**config.mk**
```make
export PLATFORM = sky130hd
export DESIGN_NAME = mmio_uart_tx
export DESIGN_NICKNAME = d
export VERILOG_FILES = /design/src/rtl/mmio_uart_tx.sv
export SDC_FILE = /design/constraint.sdc
export NUM_CORES = 1
export LEC_CHECK = 0
export CAP_MARGIN = 40
export CORE_MARGIN = 1
export CORE_UTILIZATION = 40
export CTS_CLUSTER_DIAMETER = 60
export DETAILED_ROUTE_END_ITERATION = 10
export HOLD_SLACK_MARGIN = 0.15
export SLEW_MARGIN = 20
export SYNTH_ARGS = -nofsm -noshare
export SYNTH_HDL_FRONTEND = slang
export SYNTH_SLANG_ARGS = --single-unit
```
**constraint.sdc**
```tcl
create_clock -name clk -period 8.07 [get_ports clk]
set_input_delay 1.2105 -clock clk [delete_from_list [all_inputs] [get_ports clk]]
set_output_delay 1.2105 -clock clk [all_outputs]
set_load 0.02 [all_outputs]
```
**src/rtl/mmio_uart_tx.sv**
```systemverilog
// Memory-mapped 8N1 serial transmitter: TXDATA/STATUS/DIVISOR window on the data bus,
// byte FIFO in front of a start/data/stop shifter with a per-frame baud divisor.
module mmio_uart_tx #(
  parameter logic [31:0] BASE_ADDR   = 32'h0000_1000,
  parameter int unsigned FIFO_DEPTH  = 4,
  parameter logic [15:0] DEFAULT_DIV = 16'd16
) (
  input  logic        clk,
  input  logic        reset,
  input  logic        we,
  input  logic [31:0] a,
  input  logic [31:0] wd,
  output logic [31:0] rd,
  output logic        sel,
  output logic        tx,
  output logic        irq
);

  localparam int unsigned PtrW = $clog2(FIFO_DEPTH);
  localparam int unsigned CntW = PtrW + 1;

  typedef enum logic [1:0] {StIdle, StStart, StData, StStop} state_e;

  state_e            state_q, state_d;
  logic [PtrW-1:0]   wr_ptr_q, wr_ptr_d, rd_ptr_q, rd_ptr_d;
  logic [CntW-1:0]   count_q, count_d;
  logic [7:0]        fifo_q [FIFO_DEPTH];
  logic [7:0]        shift_q, shift_d;
  logic [15:0]       div_q, div_d, dlat_q, dlat_d, baud_q, baud_d;
  logic [2:0]        bit_q, bit_d;
  logic              ovf_q, ovf_d, tx_q, tx_d;

  logic [29:0] off;
  logic        hit_tx, hit_status, hit_div;
  logic        push_req, push_ok, pop, full, empty, busy, bit_end;
  logic [15:0] eff_div;
  logic [15:0] unused_wd;

  assign unused_wd = wd[31:16];

  // Word offset from the base; a[1:0] never participates in decode.
  assign off        = a[31:2] - BASE_ADDR[31:2];
  assign sel        = (off[29:2] == 28'd0) && (off[1:0] != 2'b11);
  assign hit_tx     = sel && (off[1:0] == 2'b00);
  assign hit_status = sel && (off[1:0] == 2'b01);
  assign hit_div    = sel && (off[1:0] == 2'b10);

  assign full     = (count_q == CntW'(FIFO_DEPTH));
  assign empty    = (count_q == '0);
  assign busy     = (state_q != StIdle);
  assign pop      = (state_q == StIdle) && !empty;
  assign push_req = we && hit_tx;
  // A same-cycle pop frees a slot, so a push on full is still accepted.
  assign push_ok  = push_req && (!full || pop);
  assign eff_div  = (div_q == 16'd0) ? 16'd1 : div_q;
  assign bit_end  = (baud_q == dlat_q - 16'd1);

  assign tx  = tx_q;
  assign irq = empty && !busy;

  always_comb begin
    rd = 32'd0;
    if (hit_status) rd = {24'd0, 4'(count_q), ovf_q, busy, empty, full};
    else if (hit_div) rd = {16'd0, div_q};
  end

  always_comb begin
    wr_ptr_d = push_ok ? wr_ptr_q + PtrW'(1) : wr_ptr_q;
    rd_ptr_d = pop ? rd_ptr_q + PtrW'(1) : rd_ptr_q;
    count_d  = count_q;
    case ({push_ok, pop})
      2'b10:   count_d = count_q + CntW'(1);
      2'b01:   count_d = count_q - CntW'(1);
      default: count_d = count_q;
    endcase
    ovf_d = ovf_q;
    if (we && hit_status) ovf_d = 1'b0;
    else if (push_req && !push_ok) ovf_d = 1'b1;
    div_d = (we && hit_div) ? wd[15:0] : div_q;
  end

  always_comb begin
    state_d = state_q;
    shift_d = shift_q;
    dlat_d  = dlat_q;
    baud_d  = baud_q;
    bit_d   = bit_q;
    unique case (state_q)
      StIdle: begin
        if (pop) begin
          shift_d = fifo_q[rd_ptr_q];
          dlat_d  = eff_div;
          baud_d  = 16'd0;
          bit_d   = 3'd0;
          state_d = StStart;
        end
      end
      StStart: begin
        baud_d = bit_end ? 16'd0 : baud_q + 16'd1;
        if (bit_end) state_d = StData;
      end
      StData: begin
        baud_d = bit_end ? 16'd0 : baud_q + 16'd1;
        if (bit_end) begin
          bit_d = bit_q + 3'd1;
          if (bit_q == 3'd7) state_d = StStop;
        end
      end
      StStop: begin
        baud_d = bit_end ? 16'd0 : baud_q + 16'd1;
        if (bit_end) state_d = StIdle;
      end
      default: state_d = StIdle;
    endcase
    // Line level follows the state one cycle later.
    case (state_q)
      StStart: tx_d = 1'b0;
      StData:  tx_d = shift_q[bit_q];
      default: tx_d = 1'b1;
    endcase
  end

  always_ff @(posedge clk) begin
    if (push_ok) fifo_q[wr_ptr_q] <= wd[7:0];
  end

  always_ff @(posedge clk or negedge reset) begin
    if (!reset) begin
      state_q  <= StIdle;
      wr_ptr_q <= '0;
      rd_ptr_q <= '0;
      count_q  <= '0;
      shift_q  <= 8'd0;
      div_q    <= DEFAULT_DIV;
      dlat_q   <= 16'd1;
      baud_q   <= 16'd0;
      bit_q    <= 3'd0;
      ovf_q    <= 1'b0;
      tx_q     <= 1'b1;
    end else begin
      state_q  <= state_d;
      wr_ptr_q <= wr_ptr_d;
      rd_ptr_q <= rd_ptr_d;
      count_q  <= count_d;
      shift_q  <= shift_d;
      div_q    <= div_d;
      dlat_q   <= dlat_d;
      baud_q   <= baud_d;
      bit_q    <= bit_d;
      ovf_q    <= ovf_d;
      tx_q     <= tx_d;
    end
  end

endmodule

```
# Word-level counts from Yosys, hierarchy flattened
# Memory sizes are Yosys's and may differ from the RTL's. A register that Yosys moved wholly into a read port is not among the register bits.
# Index checks and enable logic that the tools add are counted.
# word_totals
in_bits	67
ram_bits	32
reg_bits	62
memories	1
elab_cells	89
# classes
magnitude_cmp	1
eq_ne	16
addsub	8
muxes	23
reduce_logical	30
# memory_table
memory	depth	width	read_ports	rd_clocked_by_memory_dff	write_ports	line_no	text
fifo_q	4	8	1	1	1	27	logic [7:0] fifo_q [FIFO_DEPTH];
# ops
cell	n
16-bit 2-to-1 mux	4
32-bit 2-to-1 mux	1
16-bit case mux with 2 select lines	1
30-bit by 11-bit subtractor with 30-bit output, second input constant	1
28-bit logical NOT	1
16-bit by 1-bit adder with 16-bit output, second input constant	1
16-bit == test	1
16-bit logical NOT	1
16-bit by 1-bit subtractor with 16-bit output, second input constant	1
2-bit != test, second input constant	6
3-bit case mux with 2 select lines	2
1-bit logical AND	11
2-bit 2-to-1 mux	5
2-bit == test, second input constant	4
2-bit case mux with 4 select lines	1
2-bit nonzero test	4
3-bit by 1-bit adder with 3-bit output, second input constant	2
2-bit by 1-bit == test with 1-bit output, second input constant	3
3-bit == test, second input constant	2
3-bit 2-to-1 mux	2
1-bit logical NOT	5
1-bit 2-to-1 mux	5
5-bit AND reduction	1
2-bit by 1-bit adder with 2-bit output, second input constant	2
other kinds (10)	11

# Depth between registers and ports, before layout
# Gate-level depths: netlist of run 1.
# logic_depth
ltp_word	10
ltp_mapped	12

# Worst setup path before layout of run 1
# No wires, ideal clock.
# synth_path
kind	input-to-output
start	in a[12]
end	out rd[0]
path_slack_ps	3958
arrival_ps	2901
cell_stages	5
required_time_ps	6859
n_path_buf	0
path_cell_list	inv_1 or3_1 a211o_1 nor3b_1 a32o_1
# synth_via
elab_chain_len	6
elab_cells_between_ends	7
cone_classes	add/sub: 1; mux: 2; reduce/logical: 4
# synth_rtl
item	line_no	text
start: declaration	11	input logic [31:0] a,
30-bit by 11-bit subtractor with 30-bit output *	42	assign off = a[31:2] - BASE_ADDR[31:2];
28-bit logical NOT *	43	assign sel = (off[29:2] == 28'd0) && (off[1:0] != 2'b11);
1-bit logical AND *	43	
1-bit logical AND	46	assign hit_div = sel && (off[1:0] == 2'b10);
16-bit 2-to-1 mux	64	else if (hit_div) rd = {16'd0, div_q};
32-bit 2-to-1 mux *	63	if (hit_status) rd = {24'd0, 4'(count_q), ovf_q, busy, empty, full};
end: declaration	13	output logic [31:0] rd,
# Every way passes the cells marked *; elsewhere a longest branch is shown, timed or not.

# Final worst setup path of run 1
# layout_path
start	in a[3]
end	out rd[1]
# layout_via
elab_chain_len	6
elab_cells_between_ends	10
cone_classes	add/sub: 1; eq/ne: 3; mux: 2; reduce/logical: 4
# layout_rtl
item	line_no
30-bit by 11-bit subtractor with 30-bit output *	42
28-bit logical NOT or 2-bit != test (tied branches)	43
1-bit logical AND	43
1-bit logical AND	46
16-bit 2-to-1 mux	64
32-bit 2-to-1 mux *	63
# Marked as above.

==> results.md, run 1 <==
* Status: finished, final reports clean
* CTS Sinks at 102
* Starting Density at 41.7%
* Avg Vias per Cell at 5.58
* DP HPWL at 8.75 mm
* Peak supply drop at 0.000100 V
* Clock-pin slew on the worst setup and hold paths at 0.07 ns
* Syn Area/Cell at 11.8 sq um
* Slowest stage delay, CP at 0.64 ns
* Worst path bufs/invs at 2
* Residual DRC count at 0
* Final hold viol count at 0
* Setup repair after global routing missed its margin: no
* Slew @ Worst Pin at 0.781 ns
* CP top delay family: buffers and inverters
* Sequential element share of the synthesized area at 48.5%
* XOR/XNOR Fraction of Synth Area at 4.46%
* Gr ovfl total at 0
* Antenna Violating Nets Remaining at 0
* Cell Area, Synth at 5610 sq um
* Worst skew pair latency at 0.36 ns
* Total Power at 1.09 mW
* I/O pin total at 102
* Die area at 14,500 sq um
* Flop2flop setup slack at 4.64 ns
* Setup-failing EPs final at 0
* Final net count at 618
* TritonCTS clock tree: yes
* DR WL/cell at 16.8 um
* Drt first pass iters at 7
* Most frequent CP cell: clkdlybuf4s50_1
* Critical Path AT at 4.31 ns
* Row Count at 42
* Die H at 120 um
* Die width at 120 um
* Vias in the first global route at 4,003
* Critical Path Fanout Max at 15
* Fin Setup TNS at 0 ns
* Top cell type's share of synthesized area at 29.9%
* GRT Total Usage at 18.0%
* H-tree depth at 3
* #FFs+latches synth at 102
* YS warnings at 0
* Hold WC Path Type: reg -> reg
* EDFF count, synth at 32
* Main combinational cell family by area after synthesis: simple AND/OR/NAND/NOR gates
* Num CTS Buffers at 9
* Root Driver: clkbuf_16
* Max-cap violations at 0
* DR vias at 4,003
* First-pass GRT wire length at 20.1 mm
* Initial antenna violation count at 0
* Cell taking the most area after synthesis: dfrtp_1
* Max-slew violations at 0
* Post-CTS Setup Inserts at 0
* Synth area leaders: dfrtp_1, edfxtp_1, mux2_2, mux4_2, xnor2_1
* Gp weighted congestion at 0.816
* Compound-cell area share of the yosys netlist at 10.4%
* Clock skew at 0.0110 ns
* Slew headroom at 48.0%
* Period utilization at 68.4%
* DRT Wirelength at 12.0 mm
* Crit path kind: in -> out
* CP Cell Sequence: clkdlybuf4s50_1 > a211oi_1 > nand4_1 > a211o_1 > nor2_1 > and2_1 > a22o_1 > clkdlybuf4s50_1
* Slowest CP cell: clkdlybuf4s50_1
* Initial DRC count at 213
* Post-Synth Adder-Cell Area at 3.26%
* Syn Inst Count at 476
* Mux contribution to synthesized area at 12.8%
* Share of layout cells above drive strength 1 at 16.6%
* Fmax at 0.181 GHz
* Hold_buf cts at 0
* Synth Flop Type: dfrtp_1
* Synth Area in Simple Gates at 15.6%
* Largest net degree at the start of global routing at 56
* Fin crit period at 5.52 ns
* Nature of the critical path startpoint: input port
* Asr flop ratio synth at 68.6%
* Area Overhead vs Synth at 19.8%
* PwrDens at 162 nW/um^2
* # port buffers at 67
* Yosys cell types at 67
* Kind of end point of the critical path: primary output
* Core area at 13,500 sq um
* Pleak at 2.82 nW
* Critical path data required time at 6.86 ns
* Clock buffer depth at 2
* Antenna Cells at 0
* Resize count post-CTS at 0
[layout make-up]
type / count / area (sq um)
Clock inverter: 7 / 91.3
Sequential cell: 102 / 2720
Tap cell: 176 / 220
Clock buffer: 9 / 225
Multi-Input combinational cell: 334 / 2670
Fill cell: 1224 / 6740
Timing Repair Buffer: 74 / 733
Inverter: 16 / 60.1
[through the flow]
step,setup WS [ns],cell area [sq um],utilization [%],instances,hold slack (ns)
after floorplan,3.96,5660,-,491,0.474
after global placement,2.64,6360,47.3,699,0.485
after detailed placement,2.59,6390,47.5,700,0.493
after CTS,2.58,6710,49.8,716,0.511
after global routing,2.36,6720,49.9,718,0.530
final,2.55,6720,49.9,718,0.508
[cells by family (layout without fill, tap and decap cells)]
kind of cell / count (synthesis) / count (layout)
and+or+nand+nor: 149 / 149
DFF: 102 / 102
AOI/OAI and AO/OA: 74 / 74
buffers and inverters: 55 / 106
muxes: 54 / 54
xor gates and xnor gates: 27 / 27
adders and majority gates: 14 / 14
other: 1 / 16
[synthesized netlist by cell type (2+ instances only)]
cell type	count
nor2b_1	7
or3b_2	4
buf_2	2
and2_1	5
mux4_2	10
nor3b_1	2
o311ai_0	5
nand2_1	24
mux2_2	41
or3_1	6
nand3_1	11
or4_1	3
nand4b_1	2
xnor2_1	20
a311o_1	2
xor2_1	6
mux2i_1	2
a211oi_1	8
dfrtp_1	67
a22o_1	14
o211ai_1	7
nor3_1	12
buf_1	3
a31oi_1	2
inv_1	16
nand4_1	7
and3_1	23
o21ai_1	6
o41ai_1	3
edfxtp_1	32
a21oi_1	8
clkbuf_1	17
ha_1	13
nand2b_1	6
buf_4	16
nor4_1	15
dfstp_2	3
nor2_1	13
o21ai_0	5
[per-layer routing]
layer	up-vias	track usage, %	routed length (um)
li1	1900	-	-
met5	-	0	0
met2	105	29.0	5760
met4	0	7.48	295
met1	1976	23.4	5480
met3	22	4.15	499
[placed cells by master, fill, tap and decap left out, types with 3 or more instances in the layout]
| cell type | count |
|---|---|
| a211oi_1 | 8 |
| a21oi_1 | 8 |
| a22o_1 | 14 |
| and2_1 | 5 |
| and3_1 | 23 |
| buf_4 | 4 |
| clkbuf_16 | 9 |
| clkdlybuf4s50_1 | 66 |
| conb_1 | 16 |
| dfrtp_1 | 67 |
| dfstp_2 | 3 |
| edfxtp_1 | 32 |
| ha_1 | 13 |
| inv_1 | 16 |
| inv_8 | 3 |
| mux2_2 | 41 |
| mux4_2 | 10 |
| nand2_1 | 24 |
| nand2b_1 | 6 |
| nand3_1 | 11 |
| nand4_1 | 7 |
| nor2_1 | 13 |
| nor2b_1 | 7 |
| nor3_1 | 12 |
| nor4_1 | 15 |
| o211ai_1 | 7 |
| o21ai_0 | 5 |
| o21ai_1 | 6 |
| o311ai_0 | 5 |
| o41ai_1 | 3 |
| or3_1 | 6 |
| or3b_2 | 4 |
| or4_1 | 3 |
| xnor2_1 | 20 |
| xor2_1 | 6 |
[sequential cells by signal (all words and copies together), names as in the netlist]
name	flops
fifo_q	32
baud_q	16
div_q	16
dlat_q	16
shift_q	8
bit_q	3
count_q	3
rd_ptr_q	2
state_q	2
wr_ptr_q	2
ovf_q	1
tx	1
[path summary, 6_finish.rpt]
path / from / end / depth (start not counted)
min in group asynchronous: reset / div_q[11] / 2
hold / removal: shift_q[1] / shift_q[1] / 1
max in group asynchronous: reset / div_q[4] / 3
setup reg to reg: dlat_q[2] / baud_q[13] / 8
hold reg to reg: shift_q[1] / shift_q[1] / 1
setup / recovery: a[3] / rd[1] / 8
[where the power goes]
part / switching (mW) / leakage (nW) / internal [mW]
combinational: 0.0461 / 1.46 / 0.0449
sequential: 0.00825 / 1.20 / 0.538
clock: 0.226 / 0.155 / 0.226
No activity file was read; power rests on OpenSTA's default activity.
==> run 2: changes to the inputs <==
==> constraint.sdc (replaced) <==
create_clock -name clk -period 5.55 [get_ports clk]
set_input_delay 0.8325 -clock clk [delete_from_list [all_inputs] [get_ports clk]]
set_output_delay 0.8325 -clock clk [all_outputs]
set_load 0.02 [all_outputs]
==> run 2 against run 1 <==
Highest routed layer unchanged. Register-to-register slack got worse by 2.5 ns. Critical path depth is 1 higher. Power increased by 46%. Worst hold slack worse by 0.12 ns. Clock power rose by 46%. Largest power group unchanged.
==> results.md, run 2 (synthesis gave the netlist of run 1 again) <==
* Root Driver: clkbuf_16 (unchanged)
* Final WS setup at 1.11 ns (was 2.55 ns)
* DR WL/cell at 16.8 um (about the same)
* GRT Total Usage at 17.9% (was 18.0%)
* Period utilization at 79.9%
* Critical path data required time at 4.72 ns (was 6.86 ns)
* CTS Sinks at 102 (unchanged)
* CP Cell Sequence: clkdlybuf4s50_1 > a211oi_1 > nand4_1 > a211o_1 > nor2_1 > buf_4 > and2_1 > a22o_1 > clkdlybuf4s50_1 (was clkdlybuf4s50_1 > a211oi_1 > nand4_1 > a211o_1 > nor2_1 > and2_1 > a22o_1 > clkdlybuf4s50_1)
* Residual DRC count at 0 (unchanged)
* Status: finished, final reports clean (unchanged)
* # port buffers at 67 (unchanged)
* Leading cell type in the layout, fill and taps excluded: dfrtp_1 (unchanged)
* Final net count at 619 (was 618)
* Net Sw Frac at 25.9% (was 25.7%)
* Most frequent cells in the layout: dfrtp_1, clkdlybuf4s50_1, mux2_2, edfxtp_1, nand2_1 (unchanged)
* Starting Density at 41.7% (unchanged)
* Share of layout cells above drive strength 1 at 16.8% (was 16.6%)
* Nature of the critical path startpoint: input port (unchanged)
* Area Overhead vs Synth at 19.9% (was 19.8%)
* Multi-input logic area at 2670 sq um (unchanged)
* Drt first pass iters at 4 (was 7)
* Clock share of power at 41.6% (was 41.5%)
* Largest register FFs at 32 (unchanged)
* Antenna Violating Nets Remaining at 0 (unchanged)
* Slowest stage delay, CP at 0.63 ns (was 0.64 ns)
* Setup-failing EPs final at 0 (unchanged)
* Die width at 120 um (unchanged)
* Kind of end point of the critical path: primary output (unchanged)
* Worst skew pair latency at 0.36 ns (about the same)
* Total Power at 1.59 mW (was 1.09 mW)
* Post-CTS Setup Inserts at 0 (unchanged)
* Fin Setup TNS at 0 ns (unchanged)
* Antenna Cells at 0 (unchanged)
* Max-slew violations at 0 (unchanged)
* TritonCTS clock tree: yes (unchanged)
* Largest net degree at the start of global routing at 38 (was 56)
* Pre-CTS setup slack at 1.12 ns (was 2.59 ns)
* Slowest CP cell: clkdlybuf4s50_1 (unchanged)
* PwrDens at 236 nW/um^2 (was 162 nW/um^2)
* Setup repair after global routing missed its margin: no (unchanged)
* Slew headroom at 48.2% (was 48.0%)
* Gate power share at 8.4% (was 8.3%)
* First-pass GRT wire length at 19.8 mm (was 20.1 mm)
* Clock-pin slew on the worst setup and hold paths at 0.08 ns (was 0.07 ns)
* Initial antenna violation count at 0 (unchanged)
* Crit path kind: in -> out (unchanged)
* Hold WC Path Type: in -> async (was reg -> reg)
* Peak supply drop at 0.000147 V (was 0.000100 V)
* Fmax at 0.225 GHz
* Register Area at 2720 sq um (unchanged)
* DRT Wirelength at 12.1 mm (was 12.0 mm)
* Slew @ Worst Pin at 0.777 ns (was 0.781 ns)
* Flop pwr share at 50.1% (about the same)
* Clock buffer depth at 2 (unchanged)
* Critical Path Fanout Max at 15 (unchanged)
* Fin crit period at 4.44 ns
* DP HPWL at 8.73 mm (was 8.75 mm)
* H-tree depth at 3 (unchanged)
* Most frequent CP cell: clkdlybuf4s50_1 (unchanged)
* Pleak at 2.82 nW (about the same)
* Avg Vias per Cell at 5.48 (was 5.58)
* Final hold viol count at 0 (unchanged)
* Core area at 13,500 sq um (unchanged)
* Gr ovfl total at 0 (unchanged)
* Filler Cell Count at 1,223 (was 1,224)
* Num CTS Buffers at 9 (unchanged)
* Gp weighted congestion at 0.808 (was 0.816)
* Row Count at 42 (unchanged)
* Biggest register: fifo_q (unchanged)
* Resize count post-CTS at 0 (unchanged)
* Hold_buf cts at 0 (unchanged)
* Die area at 14,500 sq um (unchanged)
* Psw at 0.411 mW (was 0.281 mW)
* Critical Path AT at 3.60 ns (was 4.31 ns)
* Design internal power at 1.18 mW (was 0.810 mW)
* DR vias at 3,943 (was 4,003)
* Die H at 120 um (unchanged)
* I/O pin total at 102 (unchanged)
* Initial DRC count at 149 (was 213)
* Vias in the first global route at 3,841 (was 4,003)
* Max-cap violations at 0 (unchanged)
* Clock skew at 0.0116 ns (was 0.0110 ns)
-- run 2: stage by stage --
| stage | util, % | instance area, sq um | instances | hold WS (ns) |
|---|---|---|---|---|
| 4_1_cts | 49.7 | 6690 | 717 | 0.512 |
| 3_3_place_gp | 47.4 | 6380 | 701 | 0.485 |
| 3_5_place_dp | 47.4 | 6380 | 701 | 0.493 |
| 6_report | 50.0 | 6720 | 719 | 0.384 |
| 2_1_floorplan | - | 5660 | 491 | 0.474 |
| 5_1_grt | 50.0 | 6720 | 719 | 0.403 |
-- run 2: worst max-delay path: cells and delay by family --
family                 cells  cell delay (ns)
AND/OR/NAND/NOR            3             0.52
AO/OA/AOI/OAI              3             0.83
buffers and inverters      3             1.40
-- run 2: power by group through the flow --
stage                     Sequential, mW  Combinational (mW)  Clock (mW)
after floorplan                    0.802              0.0824           0
after global placement             0.810               0.127           0
after detailed placement           0.810               0.131           0
after CTS                          0.795               0.132       0.677
after global routing               0.797               0.146       0.702
final                              0.795               0.133       0.660
-- run 2: routing by layer --
metal	part of all wire [%]	track usage [%]	up-vias
met5	0	0	-
met4	1.6	7.87	0
met3	3.4	2.97	11
met2	48	28.9	100
met1	47	23.6	1933
li1	-	-	1899
-- run 2: worst paths after layout --
| check | startpoint | endpoint | slack (ns) | cells after the start |
|---|---|---|---|---|
| setup / recovery | a[3] | rd[5] | 1.11 | 9 |
| hold / removal | reset | div_q[11] | 0.38 | 1 |
| setup reg to reg | dlat_q[2] | baud_q[13] | 2.18 | 8 |
| hold reg to reg | shift_q[7] | shift_q[7] | 0.50 | 1 |
| max in group asynchronous | reset | div_q[4] | 4.15 | 3 |
| min in group clk | shift_q[7] | shift_q[7] | 0.50 | 1 |
-- run 2: cell type report --
type,count,area share (%)
Tap cell,176,3.28
Sequential cell,102,40.4
Multi-Input combinational cell,334,39.7
Timing Repair Buffer,75,11.1
Clock inverter,7,1.32
Inverter,16,0.893
Clock buffer,9,3.35
==> variant, RTL diff (config.mk and constraints of run 2) <==
`DEFAULT_DIV`: 16'd16 -> 16'd12.
--- a/src/rtl/mmio_uart_tx.sv
+++ b/src/rtl/mmio_uart_tx.sv
@@ -3,7 +3,7 @@
 module mmio_uart_tx #(
   parameter logic [31:0] BASE_ADDR   = 32'h0000_1000,
   parameter int unsigned FIFO_DEPTH  = 4,
-  parameter logic [15:0] DEFAULT_DIV = 16'd16
+  parameter logic [15:0] DEFAULT_DIV = 16'd12
 ) (
   input  logic        clk,
   input  logic        reset,
Behaviour: not the same (a bounded check fails within 4 cycles, from zero or initial values and one cycle with reset low).
==> variant against run 2 <==
- sequential cell count stayed put
- worst hold slack improved by 0.039 ns
- routed wire length down 1.8%
- power decreased by 2.7%
- synthesized area about the same
- worst setup slack improved by 0.0063 ns
- critical endpoint is now rd[1]
- cell area decreased by 0.41%
==> variant: results (changes against run 2) <==
stage,metric,value,unit,change
run_status,status,"complete, no violations",,
place,DP Area,6400,um2,+0.33%
global_route,met3 Use GR,0.0448,,+0.0151
layout,Biggest register,fifo_q,,
power,part of the power in registers,0.515,,+0.014
timing,Rel. slew slack,0.450,,-0.0317
logic_synthesis,ys flop type,dfrtp_1,,
layout,sequential share of cell area,0.406,,+0.00185
global_route,largest net degree at the start of global routing,56,,+47%
global_route,met2 Use GR,0.290,,+0.00108
place,GPL Wtd Cong,0.818,,+1.3%
logic_synthesis,async set-reset flop share out of synthesis,0.686,,unchanged
logic_synthesis,adder-cell area share of the yosys netlist,0.0326,,about the same
layout,Multi-input gate area,2670,um2,unchanged
global_route,GRT Total Usage,0.179,,+0.000316
timing,Fin Clk Skew,0.00990,ns,-0.00171 ns
logic_synthesis,Synth Area in Compound Gates,0.104,,about the same
floorplanning,die width,120,um,about the same
detailed_routing,drt initial violations,193,,+30%
power,power per cell area,231,nW/um2,-2.3%
logic_synthesis,top post-synthesis cells by area,"dfrtp_1 (29%), edfxtp_1 (17%), mux2_2 (8.2%)",,
place,Post-DP HPWL,8780,um,+0.54%
layout,synthesis-to-layout area growth,19.4,%,
power,Internal,1170,uW,-0.92%
power,leakage,0.00280,uW,-0.79%
layout,"Buffers, non-clock",74,,-1.3%
layout,CLK BUF,10,,+1
detailed_routing,Routed met1 length,5380,um,-4.7%
detailed_routing,final WL,11900,um,-1.8%
logic_synthesis,multiplexer area fraction after synthesis,0.128,,about the same
layout,non-clk buf share,0.110,,-0.000667
detailed_routing,met2 WL,5710,um,-2.2%
logic_synthesis,synthesized area per cell,11.8,um2,about the same
global_route,met1 Use GR,0.238,,+0.00259
detailed_routing,Via density,5.47,,-0.29%
cts,H-tree levels,3,,unchanged
logic_synthesis,post-synthesis xor/xnor area fraction,0.0446,,about the same
place,Setup Slack @ Placement,0.913,ns,-0.204 ns
detailed_routing,metal3 WL,661,um,+59%
logic_synthesis,Synth top cells by count,"dfrtp_1 (66), mux2_2 (41), edfxtp_1 (32), nand2_1 (24), and3_1 (23)",,
logic_synthesis,post-synthesis sequential area ratio,0.485,,about the same
layout,fillcell total,1207,,-1.3%
cts,clk slew on worst S/H paths,0.07,ns,
cts,clk_lat worst skew,0.35,ns,
logic_synthesis,Unique masters post-synth,67,,unchanged
detailed_routing,vias,3926,,-0.43%
layout,ratio of cells with drive above 1 in the final layout,0.166,,-0.00154
variant: cell count changes after synthesis:
cell	before	now
dfstp_2	3	4
dfrtp_1	67	66
variant: worst max-delay path, delay by kind of cell:
family | cells | cell delay (ns)
buffers and inverters | 3 | 1.41
AOI/OAI and AO/OA | 3 | 0.84
and+or+nand+nor | 3 | 0.52
variant: path summary, 6_finish.rpt:
check                                start    endpoint  slack (ns)  cells after the start
worst max-delay path                  a[3]       rd[1]        1.12                      9
worst min-delay path                 reset    div_q[8]        0.42                      2
worst max register to register   dlat_q[2]  baud_q[13]        2.16                      8
worst min register to register  shift_q[5]  shift_q[5]        0.51                      1
max in group asynchronous            reset          tx        4.53                      3
min in group clk                shift_q[5]  shift_q[5]        0.51                      1
variant: cells by family after synthesis:
family	after synthesis
other	1
AO/OA/AOI/OAI	74
multiplexers	54
buffers and inverters	55
AND/OR/NAND/NOR	149
adder cells (fa/ha/maj)	14
XOR/XNOR	27
flip-flops	102
